`src/rtl/tree_acc_pkg.sv`:
```
// tree_acc_pkg: shared state type and width/sign helpers for the tree-adder accumulator
package tree_acc_pkg;
  typedef enum logic [1:0] {IDLE, ACCUM, DONE} state_e;
  function automatic int tree_out_w(input int p);
    return 2 * p;
  endfunction
  // Sign-extends the low w bits of v across all 64 bits.
  function automatic logic [63:0] sext64(input logic [63:0] v, input int w);
    return $signed(v << (64 - w)) >>> (64 - w);
  endfunction
endpackage

```
`src/rtl/config_binary_tree_adder.sv`:
```
// config_binary_tree_adder: sums a vector of P-bit or packed P/2-bit pair elements into a 2*P-bit result
module config_binary_tree_adder
  import tree_acc_pkg::*;
#(
  parameter int P = 16,
  parameter int INPUTS_AMOUNT = 8
) (
  input  logic                  halved,
  input  logic signed [P-1:0]   data [INPUTS_AMOUNT],
  output logic [tree_out_w(P)-1:0] sum
);
  localparam int TW = tree_out_w(P);
  logic [TW-1:0] t [INPUTS_AMOUNT];
  // Leaves pre-add the two halves in packed mode; the reduction halves the live width each pass.
  always_comb begin
    for (int k = 0; k < INPUTS_AMOUNT; k++)
      t[k] = halved ? TW'($signed(data[k][P-1:P/2])) + TW'($signed(data[k][P/2-1:0]))
                    : TW'(data[k]);
    for (int w = INPUTS_AMOUNT / 2; w >= 1; w = w / 2)
      for (int k = 0; k < w; k++)
        t[k] = t[2*k] + t[2*k+1];
    sum = t[0];
  end
endmodule

```
`src/rtl/tree_adder_accum_ctrl.sv`:
```
// tree_adder_accum_ctrl: per-job sequencer streaming vectors through the tree adder into a wide accumulator
module tree_adder_accum_ctrl
  import tree_acc_pkg::*;
#(
  parameter int P = 16,
  parameter int INPUTS_AMOUNT = 8,
  parameter int CNT_W = 8,
  parameter int ACC_W = 32
) (
  input  logic                clk_i,
  input  logic                rst_i,
  input  logic                cfg_valid_i,
  output logic                cfg_ready_o,
  input  logic [CNT_W-1:0]    cfg_beats_i,
  input  logic                cfg_halved_i,
  input  logic                in_valid_i,
  output logic                in_ready_o,
  input  logic signed [P-1:0] in_data_i [INPUTS_AMOUNT],
  output logic                out_valid_o,
  input  logic                out_ready_i,
  output logic [ACC_W-1:0]    out_data_o,
  output logic                busy_o
);
  localparam int TW = tree_out_w(P);
  state_e state, state_n;
  logic [ACC_W-1:0] acc;
  logic [CNT_W-1:0] remaining;
  logic halved_q;
  logic [TW-1:0] tree_out;
  config_binary_tree_adder #(.P(P), .INPUTS_AMOUNT(INPUTS_AMOUNT)) u_tree (
    .halved(halved_q),
    .data  (in_data_i),
    .sum   (tree_out)
  );
  always_comb begin
    state_n = state;
    cfg_ready_o = state == IDLE;
    in_ready_o = state == ACCUM;
    out_valid_o = state == DONE;
    busy_o = state != IDLE;
    if (state == IDLE && cfg_valid_i) state_n = cfg_beats_i == '0 ? DONE : ACCUM;
    if (state == ACCUM && in_valid_i && remaining == CNT_W'(1)) state_n = DONE;
    if (state == DONE && out_ready_i) state_n = IDLE;
  end
  always_ff @(posedge clk_i) begin
    if (rst_i) begin
      state <= IDLE;
      acc <= '0;
      remaining <= '0;
      halved_q <= 1'b0;
    end else begin
      state <= state_n;
      if (cfg_valid_i && cfg_ready_o) begin
        halved_q <= cfg_halved_i;
        remaining <= cfg_beats_i;
        acc <= '0;
      end
      if (in_valid_i && in_ready_o) begin
        acc <= acc + ACC_W'(sext64(64'(tree_out), TW));
        remaining <= remaining - CNT_W'(1);
      end
    end
  end
  assign out_data_o = acc;
endmodule

```
`config.mk`:
```
export PLATFORM = sky130hd
export DESIGN_NAME = tree_adder_accum_ctrl
export DESIGN_NICKNAME = d
export VERILOG_FILES = /design/src/rtl/tree_acc_pkg.sv /design/src/rtl/config_binary_tree_adder.sv /design/src/rtl/tree_adder_accum_ctrl.sv
export SDC_FILE = /design/constraint.sdc
export NUM_CORES = 1
export LEC_CHECK = 0
export ABC_AREA = 1
export ABC_CLOCK_PERIOD_IN_PS = 12900
export BUFFER_PORTS_ARGS = -buffer_cell sky130_fd_sc_hd__buf_2
export CAP_MARGIN = 20
export CORE_UTILIZATION = 60
export CTS_BUF_LIST = sky130_fd_sc_hd__clkbuf_4 sky130_fd_sc_hd__clkbuf_8
export DETAILED_ROUTE_END_ITERATION = 10
export PLACE_DENSITY = 0.84
export SLEW_MARGIN = 25
export SYNTH_ARGS = -nofsm -noshare
export SYNTH_HDL_FRONTEND = slang
export SYNTH_HIERARCHICAL = 1
export SYNTH_SLANG_ARGS = --single-unit
```
`constraint.sdc`:
```
create_clock -name clk_i -period 12.9 [get_ports clk_i]
set_input_delay 0.645 -clock clk_i [delete_from_list [all_inputs] [get_ports clk_i]]
set_output_delay 0.645 -clock clk_i [all_outputs]
set_load 0.03 [all_outputs]
```
==> flow_summary_export.csv <==
group,metric,value,unit
synth,syn_nets,2172,
timing,max_freq,0.1331,GHz
worst_setup_path,cpPeakStageDelay,0.61,ns
floorplanning,initial_core_util,61.33,%
route,drcViolationCount,0,
worst_setup_path,r2r_start,"halved_q",
synth,yosysTopAreaCell,"fa_1",
cts,clockBufferDepth,2,
synth,ys_types,46,
cells_and_area,drive_gt1_share,13.23,%
cts,root_buffer,"clkbuf_8",
synth,ys_ff_latch,43,
synth,ys_top_cells_by_count,"569 x nand2_1, 314 x inv_1, 134 x a21oi_1",
synth,netlist_area,11470,um^2
cells_and_area,nNetsFinal,2326,
cts,cts_buffers,5,
synth,yosysWarnings,6,
outcome,status,"finished clean",
route,dr.pass1.iters,6,
flow_run,cap_violations,0,
worst_setup_path,cp_max_fo,58,
route,vias,12180,
worst_hold_path,hold_class,"reg2reg",
timing,fin_tns_setup,0,ns
placement,place_congestion,0.9900,
floorplanning,die_area,19680,um^2
timing,slew-limit-headroom,35.18,%
route,drtIter0Drc,922,
worst_hold_path,min-delay-start,"out_data_o[26]",
worst_setup_path,cp_slowest_cell,"fa_1",
worst_hold_path,hold_path_end,"out_data_o[26]",
synth,avgSynthCellArea,6.363,um^2
floorplanning,ios,178,
timing,setup_violations,0,
timing,finalMaxSlewViolations,0,
global_route,grt_antenna_before_repair,0,
global_route,grt.overflow.total,0,
worst_setup_path,timing.rr.end,"out_data_o[24]",
cts,clock-sinks,43,
timing,worst_pin_slew,0.9712,ns
synth,async_reset_ff_share,0,%
cts,clkSlewWorstSetupHoldPaths,0.10,ns
worst_setup_path,crit_required,13.06,ns
worst_setup_path,timing.critical_path.mode_cell,"nand2_1",
global_route,grt_pass1_vias,11320,
worst_setup_path,arrival,7.68,ns
cts,post-cts-setup-buffers,0,
synth,synth_top_flop_cell,"dfxtp_1",
cells_and_area,diodes,0,
worst_setup_path,crit_path_start_kind,"flop",
floorplanning,core_area,18710,um^2
global_route,grt_pass1_wl,55.14,mm
worst_hold_path,hold_depth,2,
cts,holdBufCountCts,0,
synth,ys_seq_area_share,7.504,%
route,wire_per_inst,15.63,um
synth,synth_most_common_cell,"nand2_1",
worst_setup_path,rrSetupSlack,5.39,ns
cts,clk_latency,0.32,ns
cts,tritoncts,"built",
route,wl,34.25,mm
cts,post_cts_resized,0,
floorplanning,rows,50,
synth,synth-edff-count,0,
timing,period_share,58.24,%
global_route,grt_max_degree,59,
floorplanning,die-height,140.3,um
timing,finalCriticalPeriod,7.513,ns
cells_and_area,synthToLayoutAreaGrowth,9.740,%
synth,synth_cells,1803,
timing,hold_viol_final,0,
timing,rsz0062_at_grt,"no",
synth,synth_area_leaders,"fa_1 19%, nand2_1 19%, ha_1 13%",
synth,synth_top_area_share,19.02,%
floorplanning,die_x,140.3,um
cts,cts_max_level,2,
timing,fin_skew,0.01639,ns
worst_setup_path,critical_path_class,"reg2reg",
route,antenna_left,0,
global_route,grtUsageTotal,35.52,%
worst_setup_path,crit_path_end_kind,"flop",
placement,place_hpwl,29.45,mm
worst_setup_path,r2r_cells,28,
placement,numPortBuffers,177,
route,viasPerCell,5.557,
==> through the flow <==
step / cell area, um^2 / utilization (%) / instances / hold WS [ns] / setup slack, ns
after detailed placement: 12500 / 66.81 / 2184 / 0.4798 / 5.491
after floorplan: 11470 / - / 1803 / 0.4687 / 6.604
after CTS: 12590 / 67.30 / 2192 / 0.4941 / 5.536
after global routing: 12590 / 67.30 / 2192 / 0.5148 / 4.928
final: 12590 / 67.30 / 2192 / 0.4913 / 5.387
after global placement: 12500 / 66.81 / 2184 / 0.4736 / 5.562
==> worst max-delay path: cells and delay by family (launching register included) <==
| kind | cells | cell delay, ns |
|---|---|---|
| AOI/OAI and AO/OA | 6 | 0.94 |
| adders and majority gates | 6 | 3.02 |
| buffers and inverters | 5 | 1.29 |
| DFF | 1 | 0.52 |
| and+or+nand+nor | 11 | 1.53 |
==> worst max path at each step <==
stage / from / to / slack (ns)
detailed placement: in_data_i[16] / out_data_o[24] / 5.49
global placement: in_data_i[64] / out_data_o[24] / 5.56
global route: halved_q / out_data_o[24] / 4.93
finish: halved_q / out_data_o[24] / 5.39
CTS: halved_q / out_data_o[24] / 5.54
floorplan: in_data_i[64] / out_data_o[31] / 6.60
==> routing by layer <==
layer  routed length, um  up-vias  GRT usage [%]  share of wire (%)
met5                   0        -              0                  0
met4                1615        0          16.02                4.7
met3                2685       94          3.111                7.8
met2               15240      540          57.71                 44
met1               14720     5507          48.24                 43
li1                    -     6039              -                  -
==> cell usage in the layout, fill, tap and decap left out, types with 5 or more instances in the layout <==
cell type and instances:
a21boi_0 5, a21o_1 5, a21oi_1 134, a21oi_2 7, a22oi_1 5, buf_2 177, clkbuf_8 5, dfxtp_1 42
fa_1 109, ha_1 118, inv_1 314, nand2_1 569, nand2_2 23, nand3_1 124, nand3_2 13, nand3b_1 6
nand4_1 9, nor2_1 82, nor2_2 8, nor3_1 18, o21a_1 21, o21ai_0 80, or2_2 9, xnor2_1 15
xor2_1 14
==> kinds of logic (layout without fill, tap and decap cells) <==
logic type                 after synthesis  in the layout  share of synthesized area [%]
AOI/OAI and AO/OA                      278            278                          13.60
xor gates and xnor gates                29             29                          2.214
adders and majority gates              227            227                          31.89
buffers and inverters                  351            506                          11.94
DFF                                     43             43                          7.504
muxes                                    4              4                         0.3490
and+or+nand+nor                        871            871                          32.50
==> flip-flops by register name (all words and copies together) (netlist names) <==
signal,cells
remaining,8
halved_q,1
out_data_o,32
state,2
==> area by class of cell <==
cell class              instances  area [um^2]
clock inverters                 3        23.77
clock buffers                   5        68.82
flip-flops and latches         43        864.6
repair buffers                179        900.9
well taps                     234        292.8
multi-input cells            1409         9241
fillers                      1759         6116
inverters                     319         1197
Power is left out: the tool's default activity adds up to more than one toggle a clock period on the data nets, which glitch-free logic cannot reach.
